[src/rtl/reaction_pkg.sv]
// Shared types and width helpers for the multi-channel reaction-time lighter.
package reaction_pkg;

  typedef enum logic [1:0] {
    IDLE  = 2'd0,
    DELAY = 2'd1,
    LIT   = 2'd2,
    DONE  = 2'd3
  } state_t;

  // Wide enough to hold num*SCALE for every num without truncation.
  function automatic int target_width(input int num_w, input int scale);
    return num_w + $clog2(scale + 1);
  endfunction

  function automatic int sel_width(input int channels);
    return (channels > 1) ? $clog2(channels) : 1;
  endfunction

endpackage

[src/rtl/reaction_lighter_tick_counter.sv]
// Clearable up-counter whose terminal flag is asserted on the edge where the
// incremented count reaches i_limit (a limit of 0 behaves like 1).
module tick_counter #(
  parameter int W = 8
) (
  input  logic         i_clk,
  input  logic         i_rst,
  input  logic         i_clear,
  input  logic         i_en,
  input  logic [W-1:0] i_limit,
  output logic [W-1:0] o_count,
  output logic         o_done
);

  logic [W-1:0] r_count;
  logic [W:0]   w_sum;

  assign w_sum   = {1'b0, r_count} + {{W{1'b0}}, 1'b1};
  assign o_done  = (w_sum >= {1'b0, i_limit});
  assign o_count = r_count;

  always_ff @(posedge i_clk or posedge i_rst) begin
    if (i_rst) begin
      r_count <= '0;
    end else if (i_clear) begin
      r_count <= '0;
    end else if (i_en) begin
      r_count <= w_sum[W-1:0];
    end
  end

endmodule

[src/rtl/reaction_lighter.sv]
// Lights one of CHANNELS LEDs num*SCALE clocks after a round is accepted, then
// measures the reaction time and flags false starts and timeouts.
module reaction_lighter
  import reaction_pkg::*;
#(
  parameter  int CHANNELS = 4,
  parameter  int NUM_W    = 7,
  parameter  int SCALE    = 20,
  parameter  int RT_W     = 16,
  parameter  int TIMEOUT  = 1000,
  localparam int SEL_W    = sel_width(CHANNELS),
  localparam int TW       = target_width(NUM_W, SCALE)
) (
  input  logic                i_clk,
  input  logic                i_rst,
  input  logic                i_enable,
  input  logic [NUM_W-1:0]    i_num,
  input  logic [SEL_W-1:0]    i_sel,
  input  logic                i_press,
  output logic [CHANNELS-1:0] o_outled,
  output logic                o_enableout,
  output logic [RT_W-1:0]     o_rt_count,
  output logic                o_rt_valid,
  output logic                o_false_start,
  output logic                o_timeout,
  output logic [1:0]          o_dbg_state,
  output logic [TW-1:0]       o_dbg_delay_cnt
);

  state_t              r_state, w_state_nxt;
  logic [TW-1:0]       r_target, w_target;
  logic [SEL_W-1:0]    r_sel, w_sel;

  logic [CHANNELS-1:0] r_outled, w_outled_nxt, w_onehot;
  logic                r_enableout, w_enableout_nxt;
  logic [RT_W-1:0]     r_rt_count, w_rt_count_nxt;
  logic                r_rt_valid, w_rt_valid_nxt;
  logic                r_false_start, w_false_start_nxt;
  logic                r_timeout, w_timeout_nxt;

  logic                w_accept, w_light;
  logic                w_delay_done, w_react_done;
  logic [TW-1:0]       w_delay_cnt;
  logic [RT_W-1:0]     w_react_cnt;

  assign w_target = TW'(i_num) * TW'(SCALE);
  // Out-of-range LED indices fall back to channel 0.
  assign w_sel    = ({1'b0, i_sel} >= (SEL_W + 1)'(CHANNELS)) ? '0 : i_sel;
  assign w_onehot = CHANNELS'(1) << r_sel;

  assign w_accept = (r_state == IDLE) && i_enable;
  assign w_light  = (r_state == DELAY) && i_enable && !i_press && w_delay_done;

  tick_counter #(.W(TW)) u_delay_cnt (
    .i_clk   (i_clk),
    .i_rst   (i_rst),
    .i_clear (w_accept),
    .i_en    (r_state == DELAY),
    .i_limit (r_target),
    .o_count (w_delay_cnt),
    .o_done  (w_delay_done)
  );

  tick_counter #(.W(RT_W)) u_react_cnt (
    .i_clk   (i_clk),
    .i_rst   (i_rst),
    .i_clear (w_light),
    .i_en    (r_state == LIT),
    .i_limit (RT_W'(TIMEOUT)),
    .o_count (w_react_cnt),
    .o_done  (w_react_done)
  );

  always_ff @(posedge i_clk or posedge i_rst) begin
    if (i_rst) begin
      r_state       <= IDLE;
      r_target      <= '0;
      r_sel         <= '0;
      r_outled      <= '0;
      r_enableout   <= 1'b1;
      r_rt_count    <= '0;
      r_rt_valid    <= 1'b0;
      r_false_start <= 1'b0;
      r_timeout     <= 1'b0;
    end else begin
      r_state       <= w_state_nxt;
      if (w_accept) begin
        r_target <= w_target;
        r_sel    <= w_sel;
      end
      r_outled      <= w_outled_nxt;
      r_enableout   <= w_enableout_nxt;
      r_rt_count    <= w_rt_count_nxt;
      r_rt_valid    <= w_rt_valid_nxt;
      r_false_start <= w_false_start_nxt;
      r_timeout     <= w_timeout_nxt;
    end
  end

  // Dropping enable wins over press; press wins over the LED-on and timeout edges.
  always_comb begin
    w_state_nxt = r_state;
    case (r_state)
      IDLE:  if (i_enable) w_state_nxt = DELAY;
      DELAY: begin
        if (!i_enable)         w_state_nxt = IDLE;
        else if (i_press)      w_state_nxt = DONE;
        else if (w_delay_done) w_state_nxt = LIT;
      end
      LIT: begin
        if (!i_enable)                 w_state_nxt = IDLE;
        else if (i_press || w_react_done) w_state_nxt = DONE;
      end
      DONE:  if (!i_enable) w_state_nxt = IDLE;
      default: w_state_nxt = IDLE;
    endcase
  end

  always_comb begin
    w_outled_nxt      = r_outled;
    w_enableout_nxt   = r_enableout;
    w_rt_count_nxt    = r_rt_count;
    w_rt_valid_nxt    = 1'b0;
    w_false_start_nxt = r_false_start;
    w_timeout_nxt     = r_timeout;
    if ((r_state != IDLE) && !i_enable) begin
      w_outled_nxt      = '0;
      w_enableout_nxt   = 1'b1;
      w_false_start_nxt = 1'b0;
      w_timeout_nxt     = 1'b0;
    end else begin
      case (r_state)
        IDLE: if (i_enable) begin
          w_outled_nxt      = '0;
          w_enableout_nxt   = 1'b1;
          w_rt_count_nxt    = '0;
          w_false_start_nxt = 1'b0;
          w_timeout_nxt     = 1'b0;
        end
        DELAY: begin
          if (i_press) begin
            w_false_start_nxt = 1'b1;
          end else if (w_delay_done) begin
            w_outled_nxt    = w_onehot;
            w_enableout_nxt = 1'b0;
          end
        end
        LIT: begin
          if (i_press) begin
            w_rt_count_nxt = w_react_cnt + RT_W'(1);
            w_rt_valid_nxt = 1'b1;
          end else if (w_react_done) begin
            w_rt_count_nxt = RT_W'(TIMEOUT);
            w_timeout_nxt  = 1'b1;
          end
        end
        default: ;
      endcase
    end
  end

  assign o_outled        = r_outled;
  assign o_enableout     = r_enableout;
  assign o_rt_count      = r_rt_count;
  assign o_rt_valid      = r_rt_valid;
  assign o_false_start   = r_false_start;
  assign o_timeout       = r_timeout;
  assign o_dbg_state     = r_state;
  assign o_dbg_delay_cnt = w_delay_cnt;

endmodule

[config.mk]
export PLATFORM = sky130hd
export DESIGN_NAME = reaction_lighter
export DESIGN_NICKNAME = d
export VERILOG_FILES = /design/src/rtl/reaction_pkg.sv /design/src/rtl/reaction_lighter_tick_counter.sv /design/src/rtl/reaction_lighter.sv
export SDC_FILE = /design/constraint.sdc
export NUM_CORES = 1
export LEC_CHECK = 0
export ABC_CLOCK_PERIOD_IN_PS = 5200
export CELL_PAD_IN_SITES_DETAIL_PLACEMENT = 1
export CELL_PAD_IN_SITES_GLOBAL_PLACEMENT = 1
export CORE_ASPECT_RATIO = 1.25
export CORE_MARGIN = 1.5
export CORE_UTILIZATION = 47
export CTS_BUF_LIST = sky130_fd_sc_hd__clkbuf_4 sky130_fd_sc_hd__clkbuf_8 sky130_fd_sc_hd__clkbuf_16
export CTS_CLUSTER_SIZE = 14
export DETAILED_ROUTE_END_ITERATION = 10
export PLACE_DENSITY_LB_ADDON = 0.2
export SLEW_MARGIN = 5
export SYNTH_ARGS = -nofsm -noshare
export SYNTH_HDL_FRONTEND = slang
export SYNTH_HIERARCHICAL = 1
export SYNTH_SLANG_ARGS = --single-unit
[constraint.sdc]
create_clock -name i_clk -period 5.2 [get_ports i_clk]
set_input_delay 1.04 -clock i_clk [delete_from_list [all_inputs] [get_ports i_clk]]
set_output_delay 1.04 -clock i_clk [all_outputs]
set_load 0.05 [all_outputs]
Word level (Yosys, flattened, before mapping)

Cells that the tools add are included.

Bits in registers: 66
Input port bits: 13
Output and inout port bits: 38
Logic and storage cells: 90

$add $sub $neg: 3
Multiply operators: 1
Order comparisons: 2
Eq/ne operators: 14
Shifts and indexed selects: 1
Mux-type cells: 37
Bitwise operators: 1
Reductions and logical operators: 20

Operators by type and width:

| kind                                                                                   | count |
|---|---|
| 16-bit 2-to-1 mux                                                                      | 5 |
| 16-bit one-hot mux with 2 select lines                                                 | 1 |
| 12-bit 2-to-1 mux                                                                      | 2 |
| 3-bit inequality test (second input constant)                                          | 7 |
| 16-bit by 1-bit adder with 17-bit output (second input constant)                       | 1 |
| 17-bit by 10-bit greater-or-equal comparator with 1-bit output (second input constant) | 1 |
| 16-bit by 1-bit adder with 16-bit output (second input constant)                       | 1 |
| 4-bit 2-to-1 mux                                                                       | 4 |
| 4-bit AND reduction                                                                    | 4 |
| 2-bit 2-to-1 mux                                                                       | 7 |
| 12-bit by 1-bit adder with 13-bit output (second input constant)                       | 1 |
| 13-bit by 12-bit greater-or-equal comparator with 1-bit output                         | 1 |
| 1-bit 2-to-1 mux                                                                       | 13 |
| 7-bit by 3-bit multiplier with 10-bit output (second input constant)                   | 1 |
| 2-bit one-hot mux with 4 select lines                                                  | 1 |
| 4-bit one-hot mux with 2 select lines                                                  | 1 |
| 2-bit nonzero test                                                                     | 4 |
| 1-bit one-hot mux with 2 select lines                                                  | 3 |
| 3-bit nonzero test                                                                     | 2 |
| 1-bit logical AND                                                                      | 5 |
| 2-bit == test (second input constant)                                                  | 2 |
| 2-bit inequality test (second input constant)                                          | 2 |
| 4-bit inequality test (second input constant)                                          | 1 |
| 1-bit by 2-bit left shift with 4-bit output (first input constant)                     | 1 |
| other kinds (7)                                                                        | 8 |

Longest topological paths before layout

Gate-level depths: netlist of the first run.

Depth after elaboration: 6
Depth in mapped cells: 16
Mapped depth without buffers: 14

Modules after synthesis

Netlist of the first run, hierarchy kept.

Modules (own cells, without submodules):

| module                     | instances | cells an instance | area each (µm²) |
|---|---|---|---|
| reaction_lighter           | 1         | 227               | 2158.3 |
| tick_counter (u_react_cnt) | 1         | 167               | 1387.6 |
| tick_counter (u_delay_cnt) | 1         | 123               | 1069.8 |

Least setup slack after synthesis of the first run

No wires, ideal clock.

Kind: reg2reg
Start point: reg u_react_cnt.r_count[2] (netlist: u_react_cnt/o_count[2])
End point: reg r_rt_count[0] (netlist: o_rt_count[0])
Library setup time: 0.086 ns
Arrival: 3.322 ns
Required time: 5.114 ns
Setup slack: 1.793 ns
Cell stages (with the launch flop): 16
Period minus slack after synthesis: 3.407 ns
Cell sequence: dfrtp_1 buf_2 and4_4 nand2_2 or3_1 xnor2_1 ha_1 nand3_1 nor2_1 or3_1 a221oi_1 nand3_1 o21ai_2 clkbuf_1 nand2_1 o21ai_0

Word-level cells in the longest chain between the ends: 4

RTL lines:

| what                                                           | RTL line                            | RTL |
|---|---|---|
| from (decl)                                                    | reaction_lighter_tick_counter.sv:15 | `logic [W-1:0] r_count;` |
| from (signal assigned)                                         | reaction_lighter_tick_counter.sv:28 | `r_count <= w_sum[W-1:0];` |
| 16-bit by 1-bit adder with 17-bit output                       | reaction_lighter_tick_counter.sv:18 | `assign w_sum = {1'b0, r_count} + {{W{1'b0}}, 1'b1};` |
| 17-bit by 10-bit greater-or-equal comparator with 1-bit output | reaction_lighter_tick_counter.sv:19 | `assign o_done = (w_sum >= {1'b0, i_limit});` |
| net w_react_done                                               | reaction_lighter.sv:42              | `logic w_delay_done, w_react_done;` |
| 3-bit inequality test (no source line)                         | -                                   |  |
| 4-bit AND reduction (no source line)                           | -                                   |  |
| to (signal assigned)                                           | reaction_lighter.sv:93              | `r_rt_count <= w_rt_count_nxt;` |
| to (decl)                                                      | reaction_lighter.sv:36              | `logic [RT_W-1:0] r_rt_count, w_rt_count_nxt;` |

The timed path passes the listed nets, and every way through them passes these cells.
A chain may end at the register's enable or synchronous reset.

Worst setup path after layout of the first run

Start point: reg u_react_cnt.r_count[2] (netlist: u_react_cnt/o_count[2])
End point: reg r_rt_count[4] (netlist: o_rt_count[4])

The elaborated chain is that of the path after synthesis.

==> summary.md, run 1 <==
| Metric | Value |
|---|---|
| Slew Viols, Final | `0` |
| Initial DRC count | `106` |
| Die area | `10400 µm²` |
| Starting Density | `0.483` |
| Initial antenna violation count | `0` |
| N_diodes | `0` |
| Routed via count | `3875` |
| CTS clk-pin slew, worst paths | `0.05 ns` |
| Root Driver | `clkbuf_16` |
| #FFs+latches synth | `66` |
| First-pass GRT wire length | `20.2 mm` |
| FILL cells | `1119` |
| Max incr delay on CP | `0.65 ns` |
| Final min period | `3.99 ns` |
| Max clock buf depth | `2` |
| Fin crit share | `0.768` |
| Max_cap viols | `0` |
| HPWL after DPL | `9.11 mm` |
| Reg2Reg Setup Slack | `1.21 ns` |
| Postcts setup bufs | `0` |
| IO Pins | `51` |
| Nature of the critical path startpoint | `flip-flop` |
| Measured slew at the worst slew-check pin | `1.16 ns` |
| Syn-to-layout area delta | `20.1%` |
| Worst Setup End Kind | `flip-flop` |
| Max layer used | `met4` |
| Num CTS Buffers | `9` |
| RSZ-0062 raised after global routing | `no` |
| Ys Warns | `6` |
| Dpl cell area | `5240 µm²` |
| Final WL | `12.0 mm` |
| Worst Setup Path Type | `flip-flop to flip-flop` |
| Static leakage | `2.51 nW` |
| Nets | `632` |
| Met1 Wirelength | `4.51 mm` |
| Site Rows | `40` |
| WHS | `0.487 ns` |
| Critical-path cell list | `and4_4 > and3_1 > nand2_1 > xnor2_1 > ha_1 > a21oi_1 > nor2_1 > or3_1 > a221oi_1 > nand3_1 > o21ai_2 > nand2_1 > o21ai_0` |
| Area contributors post-synth | `dfrtp_1 35%, ha_1 11%, xnor2_1 5.9%` |
| Pin count of the biggest net entering global routing | `39` |
| Worst-skew pair later-pin latency | `0.33 ns` |
| Vias in the first global route | `4198` |
| Cell taking the most area after synthesis | `dfrtp_1` |
| Top-count cell post-synth | `dfrtp_1` |
| WP data arrival | `4.22 ns` |
| Post-synthesis cell count | `517` |
| Share of cells above drive strength 1 | `0.0671` |
| Pwr Density | `445 nW/µm²` |
| Synth cell types | `66` |
| Status | `complete, no violations` |
| Hold Vio Cnt, Final | `0` |
| Seq/Total Area, Yosys | `0.358` |
| FFs w/ async S/R, synth | `1.00` |
| CTS tree | `built` |
| Die Y | `114 µm` |
| Routed Antenna Nets | `0` |
| Hold-fix buffers, CTS | `0` |
| Final setup violation count | `0` |
| Final TNS setup | `0 ns` |
| Routability cong. | `0.852` |
| Worst Hold Class | `flip-flop to flip-flop` |
| CTS resizes | `0` |
| CP max-delay cell | `dfrtp_1` |
| Dominant synthesized flop cell | `dfrtp_1` |
| EDFF count, synth | `0` |
| # port buffers | `50` |
| Clock skew | `0.00671 ns` |
| Syn Std Cell Area | `4620 µm²` |
| Final Cell Area | `5550 µm²` |
| CP required | `5.43 ns` |
| Commonest cells in the netlist | `65 x dfrtp_1, 52 x nand2_1, 42 x ha_1` |
| Die W | `91.6 µm` |
| Vias/cell | `5.48` |
| Floorplan Core Area | `9560 µm²` |
| Drt drc | `0` |
| Metal3 WL | `236 µm` |
| Total grt overflow | `0` |
| Crit-path max FO | `15` |
| Mean Syn Cell Area | `8.93 µm²` |
| Maximum vdd ir drop | `227 µV` |
| Top-area cell type share of the netlist area | `0.352` |
| CP most frequent cell | `nand2_1` |
| Wire per inst | `16.9 µm` |
| Slew margin rel. | `0.226` |
| Gr usage total | `0.246` |
| Clk sinks | `66` |
| Fmax | `0.250 GHz` |
| H-tree Lvls | `3` |
| Pre-antenna DRT Iters | `4` |
| Met2 Wirelength | `6.92 mm` |
## worst paths after layout
| path | start | endpoint | cells after the start |
|---|---|---|---|
| worst max-delay path | u_react_cnt/o_count[2] | o_rt_count[4] | 13 |
| worst min-delay path | r_target[6] | r_target[6] | 2 |
| worst max register to register | u_react_cnt/o_count[2] | o_rt_count[4] | 13 |
| worst min register to register | r_target[6] | r_target[6] | 2 |
| max in group asynchronous | i_rst | u_react_cnt/o_count[12] | 2 |
| min in group asynchronous | i_rst | u_delay_cnt/o_count[10] | 2 |
## cells in the final DEF (no fill, tap or decap), types with 4 or more instances in the layout
cell type / n
nor3b_1: 5
mux2i_1: 4
xor2_1: 26
nor2_1: 41
dfrtp_1: 65
nand3_1: 30
a21oi_1: 18
o21ai_0: 26
and3_1: 5
a21o_1: 8
conb_1: 18
nor3_1: 8
nor2b_1: 5
xnor2_1: 31
a31oi_1: 4
or3_1: 9
inv_1: 40
ha_1: 42
nand2b_1: 4
nand4_1: 14
clkbuf_16: 9
nand2_1: 52
clkdlybuf4s50_1: 50
## routing by layer
layer | vias to the layer above | global-route usage
met5 | - | 0
met4 | 0 | 0.0979
met3 | 27 | 0.0387
met2 | 59 | 0.488
met1 | 1911 | 0.255
li1 | 1878 | -
## final cells by class
cell class                      count  area (µm²)  share of cell area
Timing Repair Buffer               53         523              0.0943
Clock inverter                      2        35.0             0.00632
Tap cell                          126         158              0.0284
Inverter                           41         154              0.0278
Multi-Input combinational cell    405        2750               0.495
Clock buffer                       14         275              0.0496
Sequential cell                    66        1650               0.298
## critical path, delay by kind of cell (launching register included)
family	cells	cell delay (ns)
AO/OA/AOI/OAI	4	1.16
AND/OR/NAND/NOR	7	1.62
adder cells (fa/ha/maj)	1	0.28
XOR/XNOR	1	0.17
flip-flops	1	0.65
## power by group
part | internal [mW] | switching, mW | total [mW]
clock network | 0.413 | 0.218 | 0.630
logic | 0.393 | 0.561 | 0.954
registers | 0.636 | 0.247 | 0.883
## state kept, by name, summed over array words and instances, names as in the netlist
| register | flops |
|---|---|
| o_dbg_state | 2 |
| u_react_cnt/o_count | 16 |
| r_target | 10 |
| r_sel | 2 |
| o_enableout | 1 |
| o_rt_count | 16 |
| o_rt_valid | 1 |
| o_false_start | 1 |
| u_delay_cnt/o_count | 12 |
| o_outled | 4 |
| o_timeout | 1 |
## per-stage QoR
step           power (mW)  setup WS, ns   util  std cells
3_3_place_gp         1.78          1.46  0.548        691
2_1_floorplan        1.55          1.79      -        533
6_report             2.47          1.21  0.580        707
4_1_cts              2.49          1.20  0.580        707
5_1_grt              2.65         0.865  0.580        707
3_5_place_dp         1.84          1.27  0.548        691
## cells by family after synthesis
kind of cell / Yosys count / synth area share
other: 2 / 0.00163
buffers and inverters: 62 / 0.0596
multiplexers: 6 / 0.0136
AND/OR/NAND/NOR: 199 / 0.230
adder cells (fa/ha/maj): 43 / 0.118
XOR/XNOR: 57 / 0.108
AO/OA/AOI/OAI: 82 / 0.111
flip-flops: 66 / 0.358
(Power assumes the default switching activity.)
==> run 2: changes to the inputs <==
--- a/config.mk
+++ b/config.mk
@@ -5,12 +5,12 @@
 export SDC_FILE = /design/constraint.sdc
 export NUM_CORES = 1
 export LEC_CHECK = 0
-export ABC_CLOCK_PERIOD_IN_PS = 5200
+export ABC_CLOCK_PERIOD_IN_PS = 3500
 export CELL_PAD_IN_SITES_DETAIL_PLACEMENT = 1
 export CELL_PAD_IN_SITES_GLOBAL_PLACEMENT = 1
 export CORE_ASPECT_RATIO = 1.25
 export CORE_MARGIN = 1.5
-export CORE_UTILIZATION = 47
+export CORE_UTILIZATION = 39
 export CTS_BUF_LIST = sky130_fd_sc_hd__clkbuf_4 sky130_fd_sc_hd__clkbuf_8 sky130_fd_sc_hd__clkbuf_16
 export CTS_CLUSTER_SIZE = 14
 export DETAILED_ROUTE_END_ITERATION = 10
==> constraint.sdc (replaced) <==
create_clock -name i_clk -period 3.5 [get_ports i_clk]
set_input_delay 0.7 -clock i_clk [delete_from_list [all_inputs] [get_ports i_clk]]
set_output_delay 0.7 -clock i_clk [all_outputs]
set_load 0.05 [all_outputs]
==> run 2 against run 1 <==
Effect of this change: hold slack got worse by 0.0038 ns; sequential cell count is the same; highest routed layer unchanged; register-to-register slack got worse by 0.97 ns; fmax is 22% higher; count of clock-buffer cells in the layout decreased by 4; largest cell class unchanged; routed wire length up 3.9%; critical path depth stayed put; total power rose by 59%; clock power rose by 58%.
==> summary.md, run 2 (synthesis gave the netlist of run 1 again) <==
| Metric | Value |
|---|---|
| Total grt overflow | `0` |
| Slew margin rel. | `0.504` |
| Fmax | `0.306 GHz` |
| Floorplan Core Area | `11600 µm²` |
| Final WL | `12.5 mm` |
| Pre-antenna DRT Iters | `4` |
| Sequential cell area | `1660 µm²` |
| Max clock buf depth | `2` |
| Num CTS Buffers | `9` |
| Die area | `12500 µm²` |
| Clock skew | `0.00858 ns` |
| Vias/cell | `5.29` |
| HPWL after DPL | `9.57 mm` |
| WHS | `0.483 ns` |
| # port buffers | `50` |
| Nets | `660` |
| CTS clk-pin slew, worst paths | `0.06 ns` |
| Static leakage | `2.65 nW` |
| Nature of the critical path startpoint | `flip-flop` |
| Pin count of the biggest net entering global routing | `39` |
| Routed via count | `3951` |
| Fin crit share | `0.933` |
| Initial antenna violation count | `0` |
| Status | `complete, no violations` |
| IO Pins | `51` |
| FILL cells | `1360` |
| Most frequent cells in the layout | `62 x dfrtp_1, 52 x nand2_1, 50 x clkdlybuf4s50_1, 42 x ha_1, 41 x nor2_1` |
| Drt drc | `0` |
| Final Cell Area | `5800 µm²` |
| Final core occ | `0.502` |
| Initial DRC count | `116` |
| Final setup violation count | `0` |
| Slew Viols, Final | `0` |
| Routability cong. | `0.778` |
| H-tree Lvls | `3` |
| CP required | `3.72 ns` |
| Final TNS setup | `0 ns` |
| Dpl cell area | `5440 µm²` |
| Die Y | `125 µm` |
| Share of cells above drive strength 1 | `0.118` |
| Non-filler cells, final | `747` |
| RSZ-0062 raised after global routing | `no` |
| WP data arrival | `3.48 ns` |
| Vias in the first global route | `4396` |
| Final min period | `3.26 ns` |
| Root Driver | `clkbuf_16` |
| Gr usage total | `0.214` |
| Final worst slack | `0.236 ns` |
| Worst Setup Path Type | `flip-flop to flip-flop` |
| Routed Antenna Nets | `0` |
| CTS tree | `built` |
| Die W | `100 µm` |
| Maximum vdd ir drop | `406 µV` |
| DP Worst Slack | `0.0727 ns` |
| Pwr Density | `675 nW/µm²` |
| Max_cap viols | `0` |
| Crit-path max FO | `6` |
| Overall power | `3.92 mW` |
| Worst Setup End Kind | `flip-flop` |
| Measured slew at the worst slew-check pin | `0.743 ns` |
| First-pass GRT wire length | `21.1 mm` |
| N_diodes | `0` |
| Multi-input gate area | `2760 µm²` |
| Starting Density | `0.399` |
| Syn-to-layout area delta | `25.7%` |
| Placed instance count | `728` |
| Worst Hold Class | `flip-flop to flip-flop` |
| Hold Vio Cnt, Final | `0` |
| Wire per inst | `16.7 µm` |
| Hold-fix buffers, CTS | `0` |
| Clk sinks | `66` |
| Worst-skew pair later-pin latency | `0.34 ns` |
| Site Rows | `44` |
| Commonest non-fill, non-tap cell in the layout | `dfrtp_1` |
## run 2: per-layer routing
layer | vias to the layer above | part of all wire | routed length [µm] | global-route usage
li1 | 1929 | - | - | -
met1 | 1960 | 0.40 | 5020 | 0.234
met2 | 44 | 0.56 | 6930 | 0.408
met3 | 18 | 0.018 | 229 | 0.0348
met4 | 0 | 0.022 | 269 | 0.0754
met5 | - | 0 | 0 | 0
## run 2: timing repair
item | in CTS | in global routing
endpoints found under the setup margin | 0 | 18
gates resized for setup | 0 | 5
buffers inserted | 0 | 3
## run 2: area by class of cell
type                            instances  area share
Clock buffer                           10      0.0412
Clock inverter                          6      0.0153
Inverter                               41      0.0265
Multi-Input combinational cell        405       0.475
Sequential cell                        66       0.285
Tap cell                              138      0.0298
Timing Repair Buffer                   81       0.126
## run 2: worst paths after layout
kind	depth (start not counted)	slack [ns]	endpoint	startpoint
min reg2reg	2	0.48	r_target[2]	r_target[2]
max reg2reg	13	0.24	o_outled[0]	u_delay_cnt/o_count[0]
max	13	0.24	o_outled[0]	u_delay_cnt/o_count[0]
min	2	0.48	r_target[2]	r_target[2]
max in group asynchronous	2	2.12	u_react_cnt/o_count[7]	i_rst
min in group asynchronous	2	0.74	u_delay_cnt/o_count[6]	i_rst
## run 2: where the power goes
group	internal (mW)	switching [mW]	total, mW	leakage (nW)
Sequential	0.950	0.177	1.13	0.843
Clock	0.644	0.351	0.995	0.155
Combinational	0.721	1.08	1.80	1.65
## run 2: worst max-delay path: stages (launching register included)
cell	delay, ns
dfrtp_2	0.43
ha_1	0.16
and4_1	0.31
nand2_1	0.10
xnor2_1	0.17
ha_1	0.26
and4_1	0.23
a32oi_1	0.15
a21oi_1	0.08
or3_1	0.41
nand2b_1	0.15
a21oi_1	0.10
o21ai_2	0.23
mux2_2	0.36
